**src/rtl/pam_frame_arbiter.sv**
```systemverilog
// -----------------------------------------------------------------------------
// pam_frame_arbiter
//
// Round-robin arbiter that shares the PAM modulator's byte-wide FIFO-style
// interface between NUM_SRC first-word-fall-through byte FIFOs. A grant lasts
// for exactly one frame of FRAME_BYTES bytes, so a symbol assembled downstream
// never mixes bytes from different sources. If the granted source stays empty
// for STALL_MAX consecutive cycles mid-frame, the rest of the frame is padded
// with IDLE_BYTE and an underrun is flagged.
//
// Ports:
//   clk, rst        clock, synchronous active-high reset
//   enable          allows new grants (an in-progress frame always completes)
//   src_mask        per-source eligibility, looked at only while arbitrating
//   src_data        source i byte at [8i+7:8i]
//   src_empty       per-source FIFO empty
//   src_read        per-source pop strobe
//   mod_sample      byte presented to the modulator
//   mod_empty       modulator-side empty
//   mod_read        modulator pop strobe
//   grant_id        currently / last granted source
//   frame_done      pulse in the cycle the final byte of a frame is accepted
//   underrun        pulse in the cycle the frame switches to padding
//   underrun_count  saturating count of padded frames
// -----------------------------------------------------------------------------
module pam_frame_arbiter #(
    parameter int         NUM_SRC     = 4,
    parameter int         FRAME_BYTES = 3,
    parameter int         STALL_MAX   = 16,
    parameter logic [7:0] IDLE_BYTE   = 8'h00
) (
    input  logic                       clk,
    input  logic                       rst,
    input  logic                       enable,
    input  logic [NUM_SRC-1:0]         src_mask,
    input  logic [NUM_SRC*8-1:0]       src_data,
    input  logic [NUM_SRC-1:0]         src_empty,
    output logic [NUM_SRC-1:0]         src_read,
    output logic [7:0]                 mod_sample,
    output logic                       mod_empty,
    input  logic                       mod_read,
    output logic [$clog2(NUM_SRC)-1:0] grant_id,
    output logic                       frame_done,
    output logic                       underrun,
    output logic [15:0]                underrun_count
);
    localparam int ID_W = $clog2(NUM_SRC);
    localparam int BC_W = (FRAME_BYTES > 1) ? $clog2(FRAME_BYTES) : 1;
    localparam int SC_W = $clog2(STALL_MAX + 1);
    localparam logic [BC_W-1:0] LAST_BYTE  = BC_W'(FRAME_BYTES - 1);
    localparam logic [SC_W-1:0] STALL_LAST = SC_W'(STALL_MAX - 1);

    typedef enum logic [1:0] {
        IDLE = 2'd0,
        PASS = 2'd1,
        PAD  = 2'd2
    } state_t;

    state_t            state_q, state_d;
    logic [BC_W-1:0]   byte_cnt_q, byte_cnt_d;
    logic [SC_W-1:0]   stall_cnt_q, stall_cnt_d;
    logic [ID_W-1:0]   grant_d;
    logic [ID_W-1:0]   last_grant_q, last_grant_d;
    logic              count_inc;

    logic [NUM_SRC-1:0] eligible;
    logic [ID_W-1:0]    cand;
    logic [ID_W-1:0]    winner;
    logic               win_found;
    logic [7:0]         sel_data;
    logic               sel_empty;
    logic               accept;

    assign eligible = src_mask & ~src_empty;

    // Round-robin search: first eligible source strictly after last_grant,
    // wrapping at NUM_SRC. The previous winner is therefore checked last.
    always_comb begin
        cand      = '0;
        winner    = '0;
        win_found = 1'b0;
        for (int k = 1; k <= NUM_SRC; k++) begin
            cand = ID_W'((int'(last_grant_q) + k) % NUM_SRC);
            if (!win_found && eligible[cand]) begin
                winner    = cand;
                win_found = 1'b1;
            end
        end
    end

    // Pass-through mux for the granted source.
    always_comb begin
        sel_data  = '0;
        sel_empty = 1'b1;
        for (int i = 0; i < NUM_SRC; i++) begin
            if (grant_id == ID_W'(i)) begin
                sel_data  = src_data[i*8 +: 8];
                sel_empty = src_empty[i];
            end
        end
    end

    assign accept = mod_read & ~sel_empty;

    always_comb begin
        // NOTE: every signal driven here gets a default first, so no path can
        // leave one unassigned and infer a latch.
        state_d      = state_q;
        byte_cnt_d   = byte_cnt_q;
        stall_cnt_d  = stall_cnt_q;
        grant_d      = grant_id;
        last_grant_d = last_grant_q;
        count_inc    = 1'b0;
        src_read     = '0;
        mod_sample   = '0;
        mod_empty    = 1'b1;
        frame_done   = 1'b0;
        underrun     = 1'b0;

        unique case (state_q)
            IDLE: begin
                if (enable && win_found) begin
                    grant_d     = winner;
                    byte_cnt_d  = '0;
                    stall_cnt_d = '0;
                    state_d     = PASS;
                end
            end

            PASS: begin
                mod_sample = sel_data;
                mod_empty  = sel_empty;
                for (int i = 0; i < NUM_SRC; i++) begin
                    if (grant_id == ID_W'(i)) src_read[i] = accept;
                end
                if (accept) begin
                    byte_cnt_d  = byte_cnt_q + 1'b1;
                    stall_cnt_d = '0;
                    if (byte_cnt_q == LAST_BYTE) begin
                        frame_done   = 1'b1;
                        last_grant_d = grant_id;
                        state_d      = IDLE;
                    end
                end else if (sel_empty) begin
                    if (stall_cnt_q == STALL_LAST) begin
                        underrun  = 1'b1;
                        count_inc = 1'b1;
                        state_d   = PAD;
                    end else begin
                        stall_cnt_d = stall_cnt_q + 1'b1;
                    end
                end else begin
                    // Source has data but the modulator is not reading: the
                    // empty run is broken, so the stall timer starts over.
                    stall_cnt_d = '0;
                end
            end

            PAD: begin
                mod_sample = IDLE_BYTE;
                mod_empty  = 1'b0;
                if (mod_read) begin
                    byte_cnt_d = byte_cnt_q + 1'b1;
                    if (byte_cnt_q == LAST_BYTE) begin
                        frame_done   = 1'b1;
                        last_grant_d = grant_id;
                        state_d      = IDLE;
                    end
                end
            end

            default: state_d = IDLE;
        endcase

        // While reset is held the outputs already show their reset values, so
        // an abandoned frame can neither pop a source nor pulse a flag.
        if (rst) begin
            src_read   = '0;
            mod_sample = '0;
            mod_empty  = 1'b1;
            frame_done = 1'b0;
            underrun   = 1'b0;
        end
    end

    // NOTE: state registers use non-blocking assignments so every flop samples
    // the pre-edge values regardless of process ordering.
    always_ff @(posedge clk) begin
        if (rst) begin
            state_q        <= IDLE;
            byte_cnt_q     <= '0;
            stall_cnt_q    <= '0;
            grant_id       <= '0;
            last_grant_q   <= ID_W'(NUM_SRC - 1);
            underrun_count <= '0;
        end else begin
            state_q      <= state_d;
            byte_cnt_q   <= byte_cnt_d;
            stall_cnt_q  <= stall_cnt_d;
            grant_id     <= grant_d;
            last_grant_q <= last_grant_d;
            if (count_inc && underrun_count != 16'hFFFF) begin
                underrun_count <= underrun_count + 16'd1;
            end
        end
    end

endmodule

```
**config.mk**
```make
export PLATFORM = sky130hd
export DESIGN_NAME = pam_frame_arbiter
export DESIGN_NICKNAME = d
export VERILOG_FILES = /design/src/rtl/pam_frame_arbiter.sv
export SDC_FILE = /design/constraint.sdc
export NUM_CORES = 1
export LEC_CHECK = 0
export ABC_CLOCK_PERIOD_IN_PS = 2300
export BUFFER_PORTS_ARGS = -buffer_cell sky130_fd_sc_hd__buf_4
export CORE_ASPECT_RATIO = 1.25
export CORE_MARGIN = 2
export CORE_UTILIZATION = 49
export CTS_CLUSTER_SIZE = 25
export DETAILED_ROUTE_END_ITERATION = 8
export MAX_ROUTING_LAYER = met4
export PLACE_DENSITY = 0.79
export SLEW_MARGIN = 20
export SYNTH_ARGS = -nofsm -noshare
export SYNTH_HDL_FRONTEND = slang
export SYNTH_SLANG_ARGS = --single-unit
```
**constraint.sdc**
```tcl
create_clock -name clk -period 2.3 [get_ports clk]
set_input_delay 0 -clock clk [delete_from_list [all_inputs] [get_ports clk]]
set_output_delay 0 -clock clk [all_outputs]
set_load 0.05 [all_outputs]
```
==> results.toml, run 1 <==
[yosys]
synth_edf_count = 0
ys_seq_area_frac = 0.284
synth.largest_area_cell = "dfxtp_1"
synth_area_sq_um = 2040
yosysWarningCount = 0
synth_cells = 241
synth_common_cells = "29 x dfxtp_1, 25 x nor2_1, 19 x nand2_1, 14 x nor2b_1, 13 x inv_1"
syn_area_per_cell_sq_um = 8.48
synthFlopType = "dfxtp_1"
synth_top_cell_area_share = 0.284
ys_seq_elements = 29
yosysMostFrequentCell = "dfxtp_1"
ys_types = 52
async_reset_ff_frac = 0
yosys-top-cells-area = "dfxtp_1 28%, mux4_2 7.7%, ha_1 4.9%"
syn_nets = 293

[finish]
nets = 368
drive_gt1_frac = 0.326
n_antenna_cell = 0
syn2layout_area_growth_pct = 35.8
fill_cells = 358
fin_area_sq_um = 2770
final_core_util = 0.688

[clock_tree]
clk_latency_ps = 290
numCtsBuffers = 5
cts_sinks = 29
root_buffer = "clkbuf_8"
cts_resized = 0
clk_pin_slew_ps = 60
cts_tree = "done"
ctsHoldBuffers = 0
cts_setup_buffers = 0
cts_buffer_depth = 2
h-tree-depth = 2

[timing]
drv_slew = 0
relSlewSlack = 0.620
fin_tns_setup_ps = 0
fin_ws_ps = 190
worst_slew_pin_slew_ps = 571
fmax_mhz = 474
setup_viol = 0
final_hold_viol_count = 0
rsz0062_at_grt = "false"
layout_min_cycle_time_ps = 2110
period_share = 0.917
skew_ps = 4.02

[min_path]
min_to = "grant_id[1]$_SDFFE_PP0P_"
hold_path_depth = 4
worstHoldPathType = "in2reg"
worstHoldStart = "enable"

[global_routing]
grt_start_max_net_pins = 41
grt_pass1_vias = 1911
grt_antenna_before_repair = 0
grt_first_pass_wirelength_um = 8300
grt-ovfl-total = 0
grt_util_all_layers = 0.238

[route]
drc = 0
vias_per_cell = 5.64
vias = 2097
drt-pass1-iter-count = 4
drt-total-wl_um = 5350
ant_nets = 0
routedWlPerCell_um = 14.4
drt_iter0_markers = 53

[power]
p_int_w = 0.00104
peakVddDrop_mv = 0.556
p_comb_frac = 0.420
power_frac_clock = 0.255
fin_total_pwr_w = 0.00168
switching_share = 0.380
switchingPower_w = 0.000639
power_density_nw_per_um2 = 605
power_frac_seq = 0.325
p_leak_nw = 1.12

[setup_path]
worstPathMaxFanout = 9
rrSetupSlack_ps = 190
cp_cell_sequence = "mux4_2, nand2b_1, nor2_1, nand2_1, nor2_4, buf_4"
path_class = "reg2out"
reg2regPathDepth = 8
start_kind = "flip-flop"
slowest_stage = "mux4_2"
cp_slowest_stage_delay_ps = 620
r2r-start = "stall_cnt_q[0]$_SDFFE_PP0P_"
timing.rr.end = "underrun_count[5]$_SDFFE_PP0P_"
cp.arrival_ps = 2110
required_ps = 2300
end_kind = "output port"

[floorplanning]
rows = 26
start_util = 0.507
fp.dieW_um = 61.8
coreArea_sq_um = 4030
die_h_um = 76.2
ios = 77
die-area_sq_um = 4710

[run_status]
status = "complete, no violations"

[placement]
pre_cts_ws_ps = 220
dpl_cell_area_sq_um = 2690
gp_congestion = 0.839
dpl.hpwl_um = 4090
io_buffers = 76

[run]
maxCapViolations = 0
## cells by family (layout without fill, tap and decap cells)
logic type / after synthesis / after routing / share of synthesized area
and+or+nand+nor: 110 / 110 / 0.282
muxes: 11 / 11 / 0.113
AOI/OAI and AO/OA: 52 / 52 / 0.187
xor gates and xnor gates: 7 / 7 / 0.0300
adders and majority gates: 8 / 8 / 0.0490
buffers and inverters: 24 / 99 / 0.0545
DFF: 29 / 29 / 0.284
## per-layer routing
layer	wire length (um)	vias up	GRT usage
li1	-	1036	-
met1	1980	960	0.236
met2	2710	87	0.416
met3	533	14	0.0628
met4	118	0	0.100
met5	0	-	-
## how the worst max path moves through the flow
| stage | start | endpoint | slack (ps) | depth (start not counted) |
|---|---|---|---|---|
| 2_1_floorplan | grant_id[1]$_SDFFE_PP0P_ | frame_done | -280 | 3 |
| 3_3_place_gp | stall_cnt_q[0]$_SDFFE_PP0P_ | underrun_count[5]$_SDFFE_PP0P_ | 280 | 8 |
| 3_5_place_dp | stall_cnt_q[0]$_SDFFE_PP0P_ | underrun_count[5]$_SDFFE_PP0P_ | 220 | 8 |
| 4_1_cts | grant_id[1]$_SDFFE_PP0P_ | src_read[2] | 170 | 6 |
| 5_1_grt | stall_cnt_q[0]$_SDFFE_PP0P_ | underrun_count[5]$_SDFFE_PP0P_ | 40 | 8 |
| 6_report | grant_id[1]$_SDFFE_PP0P_ | src_read[2] | 190 | 6 |
## cells in the final DEF, fill, tap and decap left out, types with 2 or more instances in the layout
cell | synthesis | layout
o21ba_2 | 2 | 2
inv_1 | 13 | 13
mux4_2 | 7 | 7
ha_1 | 8 | 8
dfxtp_1 | 29 | 29
xor2_1 | 7 | 7
mux2i_1 | 2 | 2
o21ai_0 | 9 | 9
a211oi_1 | 2 | 2
a21oi_1 | 10 | 10
and3_1 | 5 | 5
nand4_1 | 7 | 7
o21a_1 | 2 | 2
nor3_1 | 7 | 7
buf_4 | 1 | 79
nor2_1 | 25 | 24
clkbuf_8 | 0 | 6
and2_1 | 3 | 3
or4_1 | 4 | 4
a41oi_1 | 2 | 2
nand2b_1 | 6 | 6
nand2_1 | 19 | 19
nand3_1 | 8 | 8
mux4_1 | 2 | 2
o31ai_1 | 8 | 8
nor2b_1 | 14 | 14
o211ai_1 | 3 | 3
or3_1 | 4 | 4
## layout make-up
class,count,area (sq um),area share
multi-input cells,188,1400,0.503
repair buffers,79,593,0.214
flip-flops and latches,29,581,0.209
clock buffers,7,86.3,0.0311
well taps,56,70.1,0.0253
inverters,13,48.8,0.0176
## through the flow
stage / cells / hold WS (ps)
after floorplan: 241 / 172
after global placement: 365 / 359
after detailed placement: 365 / 367
after CTS: 372 / 57.1
after global routing: 372 / 100
final: 372 / 61.5
## worst max-delay path: cells and delay by family, from the launching register on
family	cells	cell delay (ps)
simple gates	4	650
flops	1	350
mux	1	620
buf+inv	1	190
## power groups by stage
stage | sequential (W) | combinational (W) | clock (W)
floorplan | 0.000572 | 0.000496 | 0
global placement | 0.000555 | 0.000696 | 0
detailed placement | 0.000557 | 0.000709 | 0
CTS | 0.000545 | 0.000711 | 0.000442
global route | 0.000550 | 0.000770 | 0.000464
finish | 0.000545 | 0.000705 | 0.000428
## flip-flops by register name (all words and copies together) (netlist names)
signal	cells
byte_cnt_q	2
grant_id	2
last_grant_q	2
stall_cnt_q	5
state_q	2
underrun_count	16
(Power assumes the default switching activity.)
==> run 2, diff against run 1 <==
BUFFER_PORTS_ARGS = -buffer_cell sky130_fd_sc_hd__clkbuf_2   (was -buffer_cell sky130_fd_sc_hd__buf_4)
SLEW_MARGIN = default   (was 20)
==> results.toml, run 2 (same netlist as run 1, synthesis figures left out) <==
[setup_path]
path_class = "reg2out"
reg2regPathDepth = 8
required_ps = 2300
timing.rr.end = "underrun_count[5]$_SDFFE_PP0P_"
start_kind = "flip-flop"
rrSetupSlack_ps = 160
cp_cell_sequence = "mux4_2, nand2b_1, nor2_1, nand2_1, nor2_4, clkbuf_2"
r2r-start = "stall_cnt_q[0]$_SDFFE_PP0P_"
cp.arrival_ps = 2180
worstPathMaxFanout = 9
slowest_stage = "mux4_2"
cp_slowest_stage_delay_ps = 630
end_kind = "output port"

[finish]
final_common_cell = "clkbuf_2"
layout_common_cells = "76 x clkbuf_2, 29 x dfxtp_1, 24 x nor2_1"
final_cells = 373
fin_area_sq_um = 2600
drive_gt1_frac = 0.334
nets = 368
syn2layout_area_growth_pct = 27.3
n_antenna_cell = 0
largestRegisters = "underrun_count (16), stall_cnt_q (5)"
regMostFlops = "underrun_count"
largest_register_ffs = 16

[power]
p_comb_frac = 0.398
power_density_nw_per_um2 = 644
power_frac_clock = 0.277
peakVddDrop_mv = 0.450
power_frac_seq = 0.326
p_leak_nw = 1.08
p_int_w = 0.00104
switching_share = 0.382
switchingPower_w = 0.000641

[min_path]
hold_path_depth = 4
worstHoldStart = "enable"
min_to = "grant_id[1]$_SDFFE_PP0P_"
worstHoldPathType = "in2reg"

[placement]
dpl_cell_area_sq_um = 2500
io_buffers = 76
place_inst = 365
dpl.hpwl_um = 3870
gp_congestion = 0.873

[clock_tree]
cts_buffer_depth = 2
numCtsBuffers = 5
clk_latency_ps = 280
cts_sinks = 29
root_buffer = "clkbuf_8"
ctsHoldBuffers = 0
h-tree-depth = 2
cts_resized = 0
cts_setup_buffers = 0
clk_pin_slew_ps = 60
cts_tree = "done"

[floorplanning]
die-area_sq_um = 4710
fp.dieW_um = 61.8
die_h_um = 76.2
coreArea_sq_um = 4030
start_util = 0.507
rows = 26
ios = 77

[global_routing]
grt_first_pass_wirelength_um = 7690
grt_util_all_layers = 0.215
grt_start_max_net_pins = 40
grt_antenna_before_repair = 0
grt-ovfl-total = 0
grt_pass1_vias = 1856

[route]
drt_iter0_markers = 72
drt-pass1-iter-count = 4
vias_per_cell = 5.53
drc = 0
ant_nets = 0
vias = 2063
drt-total-wl_um = 4950
routedWlPerCell_um = 13.3

[timing]
layout_min_cycle_time_ps = 2180
final_hold_viol_count = 0
period_share = 0.949
fmax_mhz = 458
worst_slew_pin_slew_ps = 506
drv_slew = 0
rsz0062_at_grt = "false"
skew_ps = 5.59
setup_viol = 0
relSlewSlack = 0.662
hold_slack_ps = 78.2

[run]
maxCapViolations = 0

[run_status]
status = "complete, no violations"
## run 2: per-layer routing
layer,GRT usage,wire length (um)
met1,0.222,2000
met3,0.0407,351
met4,0.0830,87
met2,0.382,2510
met5,-,0
## run 2: final cells by class
cell class / instances / area [sq um]
clock inverters: 1 / 5.00
well taps: 56 / 70.1
clock buffers: 7 / 96.3
multi-input cells: 188 / 1400
inverters: 13 / 48.8
flip-flops and latches: 29 / 581
fillers: 380 / 1430
repair buffers: 79 / 403
## run 2: how the worst max path moves through the flow
stage               slack, ps  cells past startpoint                              to                        start
floorplan                -280                      3                      frame_done     grant_id[1]$_SDFFE_PP0P_
global placement          290                      8  underrun_count[5]$_SDFFE_PP0P_  stall_cnt_q[0]$_SDFFE_PP0P_
detailed placement        190                      8  underrun_count[5]$_SDFFE_PP0P_  stall_cnt_q[0]$_SDFFE_PP0P_
CTS                        90                      6                     src_read[2]     grant_id[1]$_SDFFE_PP0P_
global route                1                      8  underrun_count[5]$_SDFFE_PP0P_  stall_cnt_q[0]$_SDFFE_PP0P_
finish                    120                      6                     src_read[2]     grant_id[1]$_SDFFE_PP0P_
## run 2: per-stage QoR
step | power, W | utilization | worst slack, ps | setup TNS, ps
floorplan | 0.00107 | - | -282 | -688
global route | 0.00178 | 0.645 | 1.23 | 0
detailed placement | 0.00123 | 0.619 | 188 | 0
global placement | 0.00121 | 0.619 | 286 | 0
finish | 0.00168 | 0.645 | 117 | 0
CTS | 0.00170 | 0.644 | 88.3 | 0
## run 2: worst max-delay path: cells and delay by family (launching register included)
kind	cells	cell delay, ps
buffers and inverters	1	270
muxes	1	630
and+or+nand+nor	4	660
DFF	1	350
## run 2: power by group through the flow
stage / sequential (W) / clock (W) / combinational, W
floorplan: 0.000572 / 0 / 0.000496
global placement: 0.000555 / 0 / 0.000654
detailed placement: 0.000558 / 0 / 0.000669
CTS: 0.000547 / 0.000480 / 0.000669
global route: 0.000548 / 0.000498 / 0.000738
finish: 0.000546 / 0.000464 / 0.000666
